File: config.mk
export PLATFORM = sky130hd
export DESIGN_NAME = div
export DESIGN_NICKNAME = d
export VERILOG_FILES = /design/src/rtl/div.sv
export SDC_FILE = /design/constraint.sdc
export NUM_CORES = 1
export LEC_CHECK = 0
export CAP_MARGIN = 5
export CORE_MARGIN = 4
export CORE_UTILIZATION = 50
export DETAILED_ROUTE_END_ITERATION = 10
export DONT_BUFFER_PORTS = 1
export GPL_ROUTABILITY_DRIVEN = 0
export GPL_TIMING_DRIVEN = 0
export SETUP_SLACK_MARGIN = 0.1
export SKIP_LAST_GASP = 1
export SLEW_MARGIN = 30
export SYNTH_ARGS = -nofsm -noshare
export SYNTH_HDL_FRONTEND = slang
export SYNTH_SLANG_ARGS = --single-unit
File: constraint.sdc
create_clock -name clk -period 4.3 [get_ports clk]
set_clock_uncertainty 0.1 [all_clocks]
set_input_delay 0.645 -clock clk [delete_from_list [all_inputs] [get_ports clk]]
set_output_delay 0.645 -clock clk [all_outputs]
set_load 0.01 [all_outputs]
File: src/rtl/div.sv
// Sequential signed divider for the HI/LO unit: restoring radix-2 on operand
// magnitudes, one quotient bit per RUN cycle, then a one-cycle sign fix-up.
module div #(
  parameter int N = 32
) (
  input  logic         clk,
  input  logic         reset,
  input  logic [N-1:0] srcA,
  input  logic [N-1:0] srcB,
  input  logic         divCtrl,
  output logic [N-1:0] hi,
  output logic [N-1:0] lo,
  output logic         done,
  output logic         busy,
  output logic         divZero
);

  // state | meaning
  // IDLE  | waiting for divCtrl; done/busy of the previous op retire here
  // RUN   | N restoring iterations, one quotient bit per cycle
  // FIX   | apply signs to quotient/remainder, pulse done
  typedef enum logic [1:0] {
    IDLE = 2'd0,
    RUN  = 2'd1,
    FIX  = 2'd2
  } state_t;

  localparam int CW = (N > 1) ? $clog2(N) : 1;
  localparam logic [CW-1:0] LAST = CW'(N - 1);

  state_t state, state_next;

  logic [N:0]    dvd;
  logic [N:0]    dvs;
  logic [N:0]    rem;
  logic [N-1:0]  quo;
  logic [CW-1:0] cnt;
  logic          sign_a;
  logic          sign_b;
  logic          zero_flag;

  logic [N:0] ext_a, ext_b, abs_a, abs_b;
  logic [N:0] rem_sh, rem_diff;
  logic       q_bit;
  logic       b_is_zero;

  // Magnitudes are taken in N+1 bits so that -2^(N-1) has a representable abs value.
  always_comb begin
    ext_a     = {srcA[N-1], srcA};
    ext_b     = {srcB[N-1], srcB};
    abs_a     = srcA[N-1] ? -ext_a : ext_a;
    abs_b     = srcB[N-1] ? -ext_b : ext_b;
    b_is_zero = (srcB == '0);
    rem_sh    = {rem[N-1:0], dvd[N-1]};
    rem_diff  = rem_sh - dvs;
    q_bit     = (rem_sh >= dvs);
  end

  always_ff @(posedge clk or negedge reset) begin
    if (!reset) state <= IDLE;
    else        state <= state_next;
  end

  always_comb begin
    state_next = state;
    case (state)
      IDLE: if (divCtrl) state_next = b_is_zero ? FIX : RUN;
      RUN:  if (cnt == LAST) state_next = FIX;
      FIX:  state_next = IDLE;
      default: state_next = IDLE;
    endcase
  end

  always_ff @(posedge clk or negedge reset) begin
    if (!reset) begin
      dvd       <= '0;
      dvs       <= '0;
      rem       <= '0;
      quo       <= '0;
      cnt       <= '0;
      sign_a    <= 1'b0;
      sign_b    <= 1'b0;
      zero_flag <= 1'b0;
      hi        <= '0;
      lo        <= '0;
      done      <= 1'b0;
      busy      <= 1'b0;
      divZero   <= 1'b0;
    end else begin
      case (state)
        IDLE: begin
          done <= 1'b0;
          if (divCtrl) begin
            dvd       <= abs_a;
            dvs       <= abs_b;
            sign_a    <= srcA[N-1];
            sign_b    <= srcB[N-1];
            rem       <= '0;
            quo       <= '0;
            cnt       <= '0;
            zero_flag <= b_is_zero;
            divZero   <= 1'b0;
            busy      <= 1'b1;
          end else begin
            busy <= 1'b0;
          end
        end
        RUN: begin
          dvd <= {dvd[N-1:0], 1'b0};
          rem <= q_bit ? rem_diff : rem_sh;
          quo <= {quo[N-2:0], q_bit};
          cnt <= cnt + CW'(1);
        end
        FIX: begin
          done <= 1'b1;
          // busy stays high through the done cycle and falls in IDLE
          if (zero_flag) begin
            divZero <= 1'b1;
          end else begin
            lo <= (sign_a ^ sign_b) ? -quo : quo;
            hi <= sign_a ? -rem[N-1:0] : rem[N-1:0];
          end
        end
        default: begin
          done <= 1'b0;
          busy <= 1'b0;
        end
      endcase
    end
  end

endmodule

# Word-level counts from Yosys, hierarchy flattened
# Cells that the tools add are included.
[totals]
output_inout_bits = 67
regBits = 206
elab_cells = 62
inputBits = 67
[op_classes]
n_lt_le_gt_ge = 1
reduce_logical = 10
bitwise_logic = 2
n_eq_ne = 6
n_mux = 23
n_addsub = 6
[ops]
columns = ["op", "n"]
rows = [
  ["$mux 32", 7],
  ["$pmux 32 s2", 3],
  ["$neg 32->32", 3],
  ["$ge 33x33->1", 1],
  ["$mux 33", 1],
  ["$neg 33->33", 1],
  ["$logic_not 32->1", 1],
  ["$sub 32x32->32", 1],
  ["$pmux 5 s2", 1],
  ["$reduce_and 2->1", 4],
  ["$mux 2", 3],
  ["$ne 2x2->1 const B", 3],
  ["$pmux 1 s2", 3],
  ["$add 5x1->5 const B", 1],
  ["$eq 5x5->1 const B", 1],
  ["$mux 5", 1],
  ["$pmux 2 s2", 1],
  ["$reduce_bool 2->1", 2],
  ["$mux 1", 3],
  ["$reduce_and 3->1", 1],
  ["$eq 2x1->1 const B", 1],
  ["$eq 2x2->1 const B", 1],
  ["$logic_not 2->1", 1],
  ["$reduce_or 2->1", 1],
  ["other kinds (2)", 2],
]

# Longest topological paths before layout
# Gate-level depths: netlist of run 1.
[depth]
word_depth = 4
ltp_mapped = 13
ltp_nobuf = 12

# Least setup slack after synthesis of run 1
# Ideal clock, no wire load.
[synth_path]
path_type = "input port to flip-flop"
startpoint = "input srcA[12]"
endpoint = "register dvd[29]"
stages = 8
arrival_time_ns = 3.233
n_path_buf = 0
t_required_ns = 4.074
setup_slack_ns = 0.841
setup_time_ns = 0.126
cell_sequence = "or4_4 or3_4 or4_4 or3_4 or4_4 o41ai_2 xor2_1 o22ai_1"
[synth_between]
elab_chain_len = 4
[synth_lines]
columns = ["item", "line_no", "text"]
rows = [
  ["start: declaration", "8", "input logic [N-1:0] srcA,"],
  ["$neg 32->32", "51", "abs_a = srcA[N-1] ? -ext_a : ext_a;"],
  ["$mux 32", "51", ""],
  ["$mux 32", "93", "if (divCtrl) begin"],
  ["$pmux 32 s2", "90", "case (state)"],
  ["end signal: assignment", "94", "dvd <= abs_a;"],
  ["end signal: assignment", "109", "dvd <= {dvd[N-1:0], 1'b0};"],
  ["end: declaration", "33", "logic [N:0] dvd;"],
]
# No other way between the ends. The select of a mux whose other input is x is not followed.
# A chain may end at the register's enable or synchronous reset.

# Final worst setup path of run 1
[layout_path]
startpoint = "register rem[15]"
endpoint = "register rem[27]"
[layout_between]
elab_chain_len = 3
word_cells_on_any_way = 4
classes_between = "add/sub: 1; order compare: 1; mux: 2"
[layout_lines]
columns = ["item", "line_no", "text"]
rows = [
  ["start: declaration", "35", "logic [N:0] rem;"],
  ["start signal: assignment", "110", "rem <= q_bit ? rem_diff : rem_sh;"],
  ["$sub 32x32->32 / $ge 33x33->1 (equally long branches)", "55, 56", ""],
  ["$mux 32 *", "110", ""],
  ["$pmux 32 s2 *", "90", ""],
]
# Mark *: on every way between the ends. The rest lies on a longest branch, timed or not.

==> results of run 1 <==
cell usage in the layout, fill, tap and decap left out, drive strengths merged, types with 3 or more instances in the layout:
master / instances
and2: 3
a31oi: 3
xnor2: 40
clkinv: 6
a32oi: 12
a21o: 9
o21a: 5
nor2: 80
o31ai: 40
nand2b: 8
a211oi: 6
ha: 42
nand3: 16
o21ai: 196
o41ai: 18
inv: 62
o211ai: 5
clkbuf: 105
o22ai: 11
or2: 3
xor2: 106
or3: 19
buf: 6
and3: 5
nor2b: 7
a22o: 31
nor4: 12
mux2i: 13
a21oi: 101
nand2: 211
nand4: 15
or4: 17
nor3: 17
dfrtp: 206
sequential cells by signal (all words and copies together), names as in the netlist:
signal     count
dvd           32
sign_b         1
hi            32
dvs           33
done           1
cnt            5
state          2
lo            32
busy           1
sign_a         1
zero_flag      1
quo           32
divZero        1
rem           32
worst max-delay path, stage by stage, from the launching register on:
cell and delay, ps:
dfrtp_1 490, ha_1 400, a21oi_1 320, o211ai_1 180, or3_1 410, o311a_1 320, o21ai_0 240, clkbuf_1 370
clkbuf_1 480, nor2_1 110, mux2i_1 180, nand2_1 80
synth_stat cells, drive strengths merged, types with 18 or more instances:
cell,count,share of area
xor2,106,0.075
nor2,80,0.024
dfrtp,206,0.42
ha,42,0.043
clkbuf,70,0.021
inv,62,0.019
or3,19,0.010
a21oi,101,0.041
xnor2,40,0.028
a22o,31,0.022
o41ai,18,0.014
o31ai,40,0.024
o21ai,196,0.080
nand2,211,0.064
cells by family after synthesis:
group | synth area share
AOI/OAI and AO/OA | 0.2231
and+or+nand+nor | 0.1550
DFF | 0.4190
xor gates and xnor gates | 0.1039
buffers and inverters | 0.04220
adders and majority gates | 0.04434
muxes | 0.01241
per-stage QoR:
stage | power [uW] | cell area (um^2) | instances
final | 10200 | 13540 | 1785
after global routing | 11070 | 13540 | 1785
after CTS | 10240 | 13540 | 1785
after detailed placement | 8106 | 12720 | 1741
after global placement | 8032 | 12710 | 1741
after floorplan | 6738 | 12300 | 1417
layout make-up:
| type | instances | area, um^2 |
|---|---|---|
| fill | 2288 | 10710 |
| multi-input combinational | 1073 | 6636 |
| sequential | 206 | 5155 |
| clock buffer | 35 | 711.9 |
| tap | 324 | 405.4 |
| buffer | 76 | 287.8 |
| inverter | 62 | 232.7 |
| clock inverter | 9 | 112.6 |
per-layer routing:
metal / vias to the layer above / track usage / share of wire / wire length (um)
met5: - / 0 / 0 / 0
met4: 0 / 0.05633 / 0.015 / 510
met3: 37 / 0.04592 / 0.067 / 2213
met2: 301 / 0.3545 / 0.43 / 14060
met1: 4917 / 0.3612 / 0.49 / 16130
li1: 5089 / - / - / -
power breakdown:
part	switching, uW	internal [uW]	leakage (uW)	total, uW
combinational	3190	1750	0.00292	4940
clock	829	1270	0.000406	2100
sequential	607	2550	0.00270	3160
total	4620	5580	0.00603	10200
path summary, 6_finish.rpt:
check / from / endpoint / slack (ps)
worst max-delay path: rem[15]$_DFFE_PN0P_ / rem[27]$_DFFE_PN0P_ / 530
worst min-delay path: reset / hi[14]$_DFFE_PN0P_ / -280
worst max register to register: rem[15]$_DFFE_PN0P_ / rem[27]$_DFFE_PN0P_ / 530
worst min register to register: dvs[23]$_DFFE_PN0P_ / dvs[23]$_DFFE_PN0P_ / 380
max in group asynchronous: reset / dvs[13]$_DFFE_PN0P_ / 3990
min in group clk: srcB[30] / dvs[31]$_DFFE_PN0P_ / 110
repair_timing:
action,4_1_cts,5_1_grt
endpoints found under the setup margin,0,4
buffers inserted,0,0
hold endpoints to repair,206,206
gates resized for setup,0,2
==> reports/metrics.yaml, run 1 <==
worst_setup_path:
  path_class: "flop to flop"
  required_ps: 4610
  cp-end-kind: "flop"
  worstPathArrival_ps: 4090
  path_max_fanout: 10
  startpoint_type: "flop"
  reg2regPathDepth: 11
global_route:
  gr-total-overflow: 0
  grt_antenna_before_repair: 0
  grtUsageTotal: 0.2390
  grt_max_degree: 207
  grt_pass1_wl_um: 52640
  grt_pass1_vias: 9977
place:
  pre_cts_ws_ps: 469.7
  dp_hpwl_um: 24320
  port_buffers: 0
clock_tree:
  cts.path.max_buffers: 3
  cts_tree: "yes"
  clk_pin_slew_ps: 60
  clk_latency_ps: 530
  cts_buffers: 24
  htreeDepth: 1
  cts.sinks: 206
  clockRootBuffer: "clkbuf_16"
synthesis:
  synth_ff_type: "dfrtp_1"
  synth_nets: 1527
  ys_ff_latch: 206
  synth-warning-count: 0
  ys_types: 56
  synth.avg_cell_area_um2: 8.682
  syn_area_mm2: 0.01230
  synth.yosys.seq_area_share: 0.4190
  async_flop_share: 1.000
  synthCells: 1417
  synth_edf_count: 0
drt:
  vias: 10340
  wl_per_cell_um: 18.44
  remaining_drc_errors: 0
  dr.first_iter.drc_count: 736
  drtPass1Iterations: 5
  drtAntennaViolNets: 0
  vias_per_cell: 5.795
  routed_wl_um: 32910
min_path:
  hp-class: "primary input to asynchronous set/reset pin"
final_layout:
  syn2layout_area_growth_pct: 10.07
  drive_gt1_frac: 0.04175
  postLayoutCoreUtil: 0.5585
  diodes: 0
  nNetsFinal: 1553
timing:
  fin_tns_setup_ps: 0
  finalHoldViolations: 206
  rsz0062_at_grt: "no"
  report.final.setup_viol: 0
  hold_ws_ps: -276.9
  drv_slew: 0
  tightestPinTransition_ps: 877.9
  worst_slack_ps: 526.1
  slew_headroom: 0.4093
  fmax_ghz: 0.2650
  fin_crit_sh: 0.8776
  fin_crit_ps: 3774
floorplan:
  die_h_um: 164.9
  rows: 57
  die_w_um: 164.9
  ios: 134
  die_area_mm2: 0.02718
  core_area_mm2: 0.02425
  initial_utilization: 0.5074
pwr:
  power_density_mw_per_mm2: 753.3
  p_leak_uw: 0.006031
  irDropWorstVdd_v: 0.0002983
outcome:
  outcome: "complete, but fails checks"
  violations: "hold timing"
job:
  maxCapViolCount: 0
(Power assumes the default switching activity.)
==> run 2, diff against run 1 <==
Settings changed: SLEW_MARGIN 30 to 10.
==> reports/metrics.yaml, run 2 (synthesis gave the netlist of run 1 again) <==
pwr:
  irDropWorstVdd_v: 0.0002977  # -0.22%
  pwr-share-clk: 0.199  # -0.007
  p_sw_uw: 4637  # +0.33%
  share_comb_of_total_power: 0.489  # +0.005
  fin_total_pwr_uw: 10120  # -0.84%
  switching_share: 0.4585  # +0.005348
  p_leak_uw: 0.006001  # -0.49%
  p_int_uw: 5478  # -1.8%
  power_density_mw_per_mm2: 750.1  # -0.43%
  seq_power_share: 0.312  # +0.002
drt:
  drtAntennaViolNets: 0  # unchanged
  drtPass1Iterations: 5  # unchanged
  vias_per_cell: 5.834  # +0.68%
  dr.first_iter.drc_count: 733  # -0.41%
  routed_wl_um: 33060  # +0.46%
  wl_per_cell_um: 18.53  # +0.51%
  vias: 10410  # +0.62%
  remaining_drc_errors: 0  # unchanged
timing:
  rsz0062_at_grt: "no"
  finalHoldViolations: 206  # unchanged
  slew_headroom: 0.2711  # -0.1382
  fin_crit_sh: 0.8800  # +0.002341
  drv_slew: 0  # unchanged
  tightestPinTransition_ps: 1086  # +207.6 ps
  fin_crit_ps: 3784  # +10.07 ps
  report.final.setup_viol: 0  # unchanged
  fin_tns_setup_ps: 0  # unchanged
  fmax_ghz: 0.2643  # -0.27%
  hold_ws_ps: -281.9  # -5.006 ps
floorplan:
  initial_utilization: 0.5074  # unchanged
  die_h_um: 164.9  # unchanged
  ios: 134  # unchanged
  core_area_mm2: 0.02425  # unchanged
  die_area_mm2: 0.02718  # unchanged
  rows: 57  # unchanged
  die_w_um: 164.9  # unchanged
clock_tree:
  clk_pin_slew_ps: 60  # about the same
  cts.path.max_buffers: 3  # unchanged
  postCtsSetupRepairBufs: 0  # unchanged
  htreeDepth: 1  # unchanged
  cts.sinks: 206  # unchanged
  clk_latency_ps: 530  # about the same
  clockRootBuffer: "clkbuf_16"
  cts_buffers: 24  # unchanged
  cts_tree: "yes"
outcome:
  violations: "hold timing"
  outcome: "complete, but fails checks"
worst_setup_path:
  required_ps: 4610  # about the same
  path_class: "flop to flop"
  max_stage_delay_ps: 530  # +40 ps
  startpoint_type: "flop"
  cp_num_buf_inv: 3  # +1
  cp_top_family: "compound AO/OA/AOI/OAI gates"
  reg2regPathDepth: 12  # +1
  crit_chain: "ha_1, clkbuf_1, a21oi_1, o21ai_0, a211oi_1, o2111ai_1, o21ai_0, clkbuf_1, clkbuf_1, nor2_1, mux2i_1, nand2_1"
  cp_common_cell: "clkbuf_1"
  worstPathArrival_ps: 4100  # about the same
  path_max_fanout: 10  # unchanged
  cp-end-kind: "flop"
  worst-path-stages: 12  # +1
  crit_path_top_delay_cell: "dfrtp_1"
global_route:
  grt_antenna_before_repair: 0  # unchanged
  grtUsageTotal: 0.2406  # +0.001619
  gr-total-overflow: 0  # unchanged
  grt_pass1_vias: 9965  # -0.12%
  grt_max_degree: 207  # unchanged
  grt_pass1_wl_um: 53130  # +0.93%
final_layout:
  postLayoutCoreUtil: 0.5561  # -0.002322
  diodes: 0  # unchanged
  layout_common_cells: "nand2_1, dfrtp_1, o21ai_0"
  nNetsFinal: 1553  # unchanged
  syn2layout_area_growth_pct: 9.610
  largest_reg_flops: 33  # unchanged
  top_register: "dvs"
  drive_gt1_frac: 0.04041  # -0.001341
  layout_commonest_cell: "nand2_1"
min_path:
  hp-class: "primary input to asynchronous set/reset pin"
job:
  maxCapViolCount: 0  # unchanged
place:
  dp_hpwl_um: 24340  # about the same
  port_buffers: 0  # unchanged
==> run 2: changes by cell type in the layout (fill, tap and decap cells not counted), sizes merged <==
cell,delta
clkbuf,-2
bufinv,-1
clkinv,+1
clkinvlp,+1
==> run 2: layout make-up <==
class	count	area, um^2
clock inverters	10	91.34
clock buffers	33	684.4
flip-flops and latches	206	5155
well taps	324	405.4
inverters	62	232.7
fillers	2296	10760
multi-input cells	1073	6629
plain buffers	76	287.8
==> run 2: worst paths after layout <==
kind | start | end | slack, ps
worst min register to register | dvs[23]$_DFFE_PN0P_ | dvs[23]$_DFFE_PN0P_ | 380
worst max-delay path | rem[19]$_DFFE_PN0P_ | rem[27]$_DFFE_PN0P_ | 520
min in group clk | srcB[30] | dvs[31]$_DFFE_PN0P_ | 110
worst max register to register | rem[19]$_DFFE_PN0P_ | rem[27]$_DFFE_PN0P_ | 520
worst min-delay path | reset | hi[17]$_DFFE_PN0P_ | -280
max in group asynchronous | reset | dvs[18]$_DFFE_PN0P_ | 3810
==> run 2: per-stage QoR <==
| stage | setup WS, ps | instances | instance area [um^2] |
|---|---|---|---|
| 4_1_cts | 386.6 | 1784 | 13480 |
| 2_1_floorplan | 841.3 | 1417 | 12300 |
| 5_1_grt | 165.7 | 1784 | 13490 |
| 3_3_place_gp | 472.2 | 1741 | 12710 |
| 3_5_place_dp | 426.5 | 1741 | 12710 |
| 6_report | 516.1 | 1784 | 13490 |
==> run 2: power by group through the flow <==
stage	sequential, uW	combinational, uW	clock, uW
floorplan	3000	3740	0
finish	3160	4940	2010
global route	3250	5590	2130
CTS	3170	4930	2050
detailed placement	3200	4900	0
global placement	3170	4860	0
==> run 2: layer usage <==
layer,GRT usage,vias to the layer above,share of wire,routed length (um)
li1,-,5083,-,-
met1,0.3637,4966,0.48,15870
met2,0.3628,321,0.43,14210
met3,0.04592,38,0.075,2467
met4,0.04499,0,0.015,511
met5,0,-,0,0
==> run 2: repair_timing <==
action                                  CTS  global route
endpoints found under the setup margin    0             4
endpoints found under the hold margin   206           206
gates resized for setup                   0             2
